`src/rtl/axis_adc_decimator.sv`:
```
// Boxcar-averaging decimator for packed multi-lane ADC words. Every 2^L samples it emits
// one sign-extended average per lane on an AXI-Stream master. A result that cannot be held is dropped and flagged.
//
// state | meaning
// IDLE  | averaging disabled; accumulators and sample counter held at zero
// ACCUM | averaging enabled; each valid sample is summed into its lane accumulator
module axis_adc_decimator #(
  parameter int INT_ADC_CHANNELS    = 2,
  parameter int INT_ADC_DATA_WIDTH  = 10,
  parameter int INT_AXIS_DATA_WIDTH = 32,
  parameter int INT_LOG2_DECIMATION = 4
) (
  input  logic                           in_adc_clk,
  input  logic                           in_rst,
  input  logic                           in_enable,
  input  logic                           in_clear_overflow,
  input  logic                           s_axis_valid,
  input  logic [INT_AXIS_DATA_WIDTH-1:0] s_axis_data,
  output logic                           m_axis_valid,
  input  logic                           m_axis_ready,
  output logic [INT_AXIS_DATA_WIDTH-1:0] m_axis_data,
  output logic                           out_overflow,
  output logic [15:0]                    out_block_count
);

  localparam int CH    = INT_ADC_CHANNELS;
  localparam int D     = INT_ADC_DATA_WIDTH;
  localparam int AXW   = INT_AXIS_DATA_WIDTH;
  localparam int L     = INT_LOG2_DECIMATION;
  localparam int W     = AXW / CH;
  localparam int ACC_W = D + L;
  localparam int CNT_W = (L > 0) ? L : 1;
  localparam logic [CNT_W-1:0] CNT_LAST = CNT_W'((1 << L) - 1);

  if (CH < 1 || CH > 2) begin : g_bad_channels
    $error("axis_adc_decimator: INT_ADC_CHANNELS must be 1 or 2");
  end
  if ((AXW % CH) != 0 || W <= D) begin : g_bad_width
    $error("axis_adc_decimator: lane width must divide the stream and exceed the sample width");
  end
  if (L < 0 || L > 8) begin : g_bad_log2
    $error("axis_adc_decimator: INT_LOG2_DECIMATION must be in 0..8");
  end

  typedef enum logic [0:0] {
    IDLE  = 1'b0,
    ACCUM = 1'b1
  } state_t;

  state_t state, state_next;

  logic                    accept;
  logic                    done;
  logic                    load;
  logic                    drop;
  logic [CNT_W-1:0]        count;
  logic signed [D-1:0]     sample [CH];
  logic signed [ACC_W-1:0] acc    [CH];
  logic signed [ACC_W-1:0] sum    [CH];
  logic signed [D-1:0]     avg    [CH];
  logic [AXW-1:0]          result_word;

  // Padding bits between lanes carry no information.
  logic unused_pad;
  assign unused_pad = ^s_axis_data;

  always_comb begin
    state_next = state;
    accept     = 1'b0;
    case (state)
      IDLE: begin
        if (in_enable) begin
          state_next = ACCUM;
          accept     = s_axis_valid;
        end
      end
      ACCUM: begin
        if (!in_enable) begin
          state_next = IDLE;
        end else begin
          accept = s_axis_valid;
        end
      end
      default: state_next = IDLE;
    endcase
    done = accept && (count == CNT_LAST);
  end

  // Sum is ACC_W wide, so the Nth sample never overflows; the shifted result always fits in D bits.
  always_comb begin
    result_word = '0;
    for (int k = 0; k < CH; k++) begin
      sample[k] = s_axis_data[k*W +: D];
      sum[k]    = acc[k] + sample[k];
      avg[k]    = D'(sum[k] >>> L);
      result_word[k*W +: W] = {{(W-D){avg[k][D-1]}}, avg[k]};
    end
  end

  assign load = done && (!m_axis_valid || m_axis_ready);
  assign drop = done && m_axis_valid && !m_axis_ready;

  always_ff @(posedge in_adc_clk) begin
    if (in_rst) begin
      state           <= IDLE;
      count           <= '0;
      m_axis_valid    <= 1'b0;
      m_axis_data     <= '0;
      out_overflow    <= 1'b0;
      out_block_count <= '0;
      for (int k = 0; k < CH; k++) begin
        acc[k] <= '0;
      end
    end else begin
      state <= state_next;

      if (!in_enable) begin
        count <= '0;
        for (int k = 0; k < CH; k++) begin
          acc[k] <= '0;
        end
      end else if (accept) begin
        if (done) begin
          count <= '0;
          for (int k = 0; k < CH; k++) begin
            acc[k] <= '0;
          end
        end else begin
          count <= count + CNT_W'(1);
          for (int k = 0; k < CH; k++) begin
            acc[k] <= sum[k];
          end
        end
      end

      if (load) begin
        m_axis_data  <= result_word;
        m_axis_valid <= 1'b1;
      end else if (m_axis_ready) begin
        m_axis_valid <= 1'b0;
      end

      if (m_axis_valid && m_axis_ready) begin
        out_block_count <= out_block_count + 16'd1;
      end

      // A drop in the same cycle as a clear must still leave the flag set.
      if (drop) begin
        out_overflow <= 1'b1;
      end else if (in_clear_overflow) begin
        out_overflow <= 1'b0;
      end
    end
  end

endmodule

```
`config.mk`:
```
export PLATFORM = sky130hd
export DESIGN_NAME = axis_adc_decimator
export DESIGN_NICKNAME = d
export VERILOG_FILES = /design/src/rtl/axis_adc_decimator.sv
export SDC_FILE = /design/constraint.sdc
export NUM_CORES = 1
export LEC_CHECK = 0
export ABC_AREA = 0
export BUFFER_PORTS_ARGS = -buffer_cell sky130_fd_sc_hd__buf_2
export CAP_MARGIN = 10
export CELL_PAD_IN_SITES_DETAIL_PLACEMENT = 1
export CELL_PAD_IN_SITES_GLOBAL_PLACEMENT = 2
export CORE_ASPECT_RATIO = 1.1
export CORE_MARGIN = 3
export CORE_UTILIZATION = 33
export DETAILED_ROUTE_END_ITERATION = 8
export PLACE_DENSITY_LB_ADDON = 0.1
export SETUP_SLACK_MARGIN = 0.05
export SYNTH_ARGS = -nofsm -noshare
export SYNTH_HDL_FRONTEND = slang
export SYNTH_SLANG_ARGS = --single-unit
```
`constraint.sdc`:
```
create_clock -name in_adc_clk -period 2.7 [get_ports in_adc_clk]
set_input_delay 0.27 -clock in_adc_clk [delete_from_list [all_inputs] [get_ports in_adc_clk]]
set_output_delay 0.27 -clock in_adc_clk [all_outputs]
set_load 0.03 [all_outputs]
```
### Yosys cells after proc, flatten, opt, wreduce, memory -nomap -nowiden

Memories as Yosys holds them, arrays and structs flattened.
Cells that the tools add are included.

| storage, ports and cells | value |
|---|---|
| register bits after elaboration | 48 |
| output and inout bits | 50 |
| memory bits (writable) | 28 |
| memories | 1 |

| cells by class | value |
|---|---|
| bitwise logic cells | 7 |
| equal/unequal tests | 1 |
| $add $sub $neg | 4 |
| muxes and demuxes | 27 |
| reduce and logical (&&, ||, !) cells | 11 |

Memories:

| memory | depth | width | rd ports | clocked after Yosys merged registers in | write ports | line | text |
|---|---|---|---|---|---|---|---|
| acc | 2 | 14 | 2 | 0 | 2 | 58 | `logic signed [ACC_W-1:0] acc [CH];` |

Operator list:

| operator | number |
|---|---|
| 2-to-1 mux 14 bit | 6 |
| adder 14 x 10 -> 14 bit | 2 |
| 2-to-1 mux 1 bit | 20 |
| adder 16 x 1 -> 16 bit, second input constant | 1 |
| bitwise OR 1 bit | 6 |
| logical AND 1 bit | 5 |
| adder 4 x 1 -> 4 bit, second input constant | 1 |
| equality test 4 bit, second input constant | 1 |
| 2-to-1 mux 4 bit | 1 |
| nonzero test 2 bit | 2 |
| zero test 1 bit | 2 |
| OR reduction 2 bit | 1 |
| logical OR 1 bit | 1 |
| NOT 1 bit | 1 |

### Depth between registers and ports, before layout

| logic depth | value |
|---|---|
| depth in word-level cells | 9 |
| mapped depth | 9 |
| mapped depth without buffers | 9 |

### Worst setup path after synthesis

OpenSTA, ideal clock, no wires.

| timing | value |
|---|---|
| path type | register -> register |
| start | mem acc[0][0] (netlist bit) |
| end | reg m_axis_data[6] |
| data arrival time | 1.968 ns |
| clock period less this slack | 2.030 ns |
| library setup time | 0.062 ns |
| stages on the path, launching flop included | 10 |
| required time | 2.638 ns |
| path slack | 0.670 ns |
| cell sequence | edfxtp_1 > ha_1 > inv_1 > fa_1 > nor2b_4 > o31ai_2 > a211oi_1 > o22ai_1 > or4_1 > nand3_1 |

RTL lines:

| element | line | text |
|---|---|---|
| start, declared | 58 |  |
| end signal, assigned | 137 | `m_axis_data <= result_word;` |
| end, declared | 21 | `output logic [INT_AXIS_DATA_WIDTH-1:0] m_axis_data,` |

==> results.yml <==
outcome:
  outcome: "complete, no violations"
worst_hold_path:
  holdCritPathClass: "in -> reg"
  min_path_cells: 3
worst_setup_path:
  arrival_ns: 2.37
  critical-path-max-stage-delay_ns: 0.37
  cp_cell_sequence: "ha_1, inv_1, fa_1, nor2b_1, o2111ai_1, a211oi_1, o22ai_1, xor2_1, nor2_1"
  cp_max_fo: 3
  cp.required_ns: 2.77
  crit_type: "reg -> reg"
  setup.worst_path.end_class: "register"
  cpMaxStageDelayCell: "fa_1"
  critPathLaunchType: "register"
  r2r_cells: 9
yosys:
  yosysUniqueCellTypes: 60
  synthArstFlopShare_pct: 0
  synthesis.nets: 503
  synth_edf_count: 28
  synthCells: 435
  synth.area.top_cells: "dfxtp_1 21%, edfxtp_1 21%, ha_1 8.6%"
  synth_seq_area_share_pct: 41.4
  synth_area_leader_cell: "dfxtp_1"
  ys_top_cells_by_count: "64 x nor2_1, 42 x dfxtp_1, 34 x nand2_1"
  yosys_warnings: 0
  ys_ff_latch: 70
  synth.most_common_cell: "nor2_1"
  avgSynthCellArea_um2: 9.33
  synthFlopType: "dfxtp_1"
  yosysTopAreaCellShare_pct: 20.7
  synthesis.area_um2: 4060
finish:
  diodes: 0
  multi_input_area_um2: 2200
  drive_above_1_share_pct: 22.0
  fin_cells: 651
  final_area_um2: 4790
  nFillCells: 1421
  fin_util_pct: 40.7
  synthToLayoutAreaGrowth_pct: 17.9
  final-seq-area_um2: 1680
  fin_nets: 564
cts:
  ctsLongestPathBuffers: 2
  cts_tree: "yes"
  clkLatencyLatePin_ns: 0.34
  cts_buffers: 9
  clkTransAtPathRegs_ns: 0.06
  htree_levels: 3
  clock-root-buffer: "clkbuf_16"
  cts_sinks: 70
  cts_hold_buf: 0
power_and_ir_drop:
  power_w: 0.00273
  pwr_density_cell_nw_per_um2: 570
  worst_ir_drop_vdd_mv: 0.303
  p_leak_nw: 2.08
timing:
  final.setup_skew_ns: 0.00799
  finalSetupViolations: 0
  finalMaxSlewViolations: 0
  worstMarginPinSlew_ns: 0.781
  timing.setup.tns_ns: 0
  rsz0062_at_grt: "false"
  period_needed_ns: 2.30
  fmax_ghz: 0.435
  hold_viol: 0
  period_share_pct: 85.1
  slew_headroom_pct: 47.9
drt:
  viasPerCell: 5.10
  ant_nets: 0
  firstDrtPassIters: 4
  drcViolationCount: 0
  initialDrtViolationCount: 76
  wire_per_inst_um: 15.2
  drt-total-wl_um: 9880
  num_vias: 3319
place:
  io_buffers: 75
  gp_congestion: 0.752
  dp_hpwl_um: 7130
  dp_cells: 635
  placed_area_um2: 4480
run:
  drv_cap: 0
global_routing:
  grt_use_total_pct: 15.3
  grt_pass1_wl_um: 16600
  antenna_found_initial: 0
  grt_pass1_vias: 3396
  grt_max_degree: 49
  grt_overflow: 0
floorplan:
  pin_count: 88
  core_area_um2: 11700
  rows: 41
  die_w_um: 112
  die_y_um: 122
  initial_core_util_pct: 34.6
  dieArea_um2: 13700
-- worst paths after layout --
check	start	endpoint	slack, ns
max	acc[0][14]	acc[0][26]	0.40
min reg2reg	m_axis_data[0]	m_axis_data[0]	0.46
min	m_axis_ready	out_block_count[1]	0.24
max reg2reg	acc[0][14]	acc[0][26]	0.40
-- where the power goes --
group          internal (W)  switching (W)
combinational      0.000155       0.000229
sequential          0.00113      0.0000120
clock              0.000692       0.000509
-- critical path, delay by kind of cell (launching register included) --
family / cells / cell delay (ns)
adder cells (fa/ha/maj): 2 / 0.53
buffers and inverters: 1 / 0.06
AO/OA/AOI/OAI: 3 / 0.65
XOR/XNOR: 1 / 0.18
AND/OR/NAND/NOR: 2 / 0.27
flip-flops: 1 / 0.33
-- per-stage QoR --
stage / hold WS [ns] / setup slack (ns)
6_report: 0.241 / 0.402
5_1_grt: 0.256 / 0.0980
4_1_cts: 0.229 / 0.339
3_5_place_dp: 0.451 / 0.315
3_3_place_gp: 0.448 / 0.364
2_1_floorplan: 0.422 / 0.670
-- repair_timing --
item,in CTS,in global routing
setup endpoints to repair,0,1
setup buffers,0,0
resized for setup,0,1
-- flip-flops by register name, indices dropped and copies added (netlist names) --
register / cells
acc: 28
m_axis_valid: 1
out_block_count: 16
out_overflow: 1
m_axis_data: 20
count: 4
-- logic make-up after synthesis --
group                      after synthesis  synth area share (%)
muxes                                    3                 0.770
adders and majority gates               30                  9.61
buffers and inverters                   35                  4.59
and+or+nand+nor                        181                  22.2
AOI/OAI and AO/OA                       80                  13.7
DFF                                     70                  41.4
xor gates and xnor gates                36                  7.77
-- per-layer routing --
layer,global-route usage (%),vias up,share of wire [%]
li1,-,1658,-
met1,19.9,1581,47
met2,24.6,69,46
met3,3.55,11,5.3
met4,6.16,0,1.7
met5,0,-,0
-- cells in the final DEF, fill, tap and decap left out, drive strengths merged, types with 3 or more instances in the layout --
cell type / synthesis / layout
a211oi: 8 / 8
a21o: 6 / 6
a21oi: 24 / 24
and2: 6 / 6
and3: 3 / 3
buf: 16 / 77
clkbuf: 11 / 10
dfxtp: 42 / 42
edfxtp: 28 / 28
ha: 28 / 28
inv: 8 / 12
nand2: 34 / 34
nand2b: 4 / 4
nand3: 18 / 18
nand3b: 5 / 5
nand4: 6 / 6
nand4b: 3 / 3
nor2: 64 / 64
nor2b: 11 / 11
nor3: 10 / 10
nor3b: 4 / 4
o21a: 4 / 4
o21ai: 16 / 16
o22ai: 3 / 3
o31ai: 3 / 3
o41ai: 3 / 3
or2: 3 / 3
or3: 5 / 5
xnor2: 9 / 9
xor2: 27 / 27
-- cell type report --
type / instances / share of cell area [%]
multi-input cells: 330 / 45.9
clock buffers: 10 / 5.23
flip-flops and latches: 70 / 35.1
clock inverters: 6 / 1.05
well taps: 150 / 3.92
repair buffers: 77 / 8.16
inverters: 8 / 0.627
No activity file was read; power rests on OpenSTA's default activity.
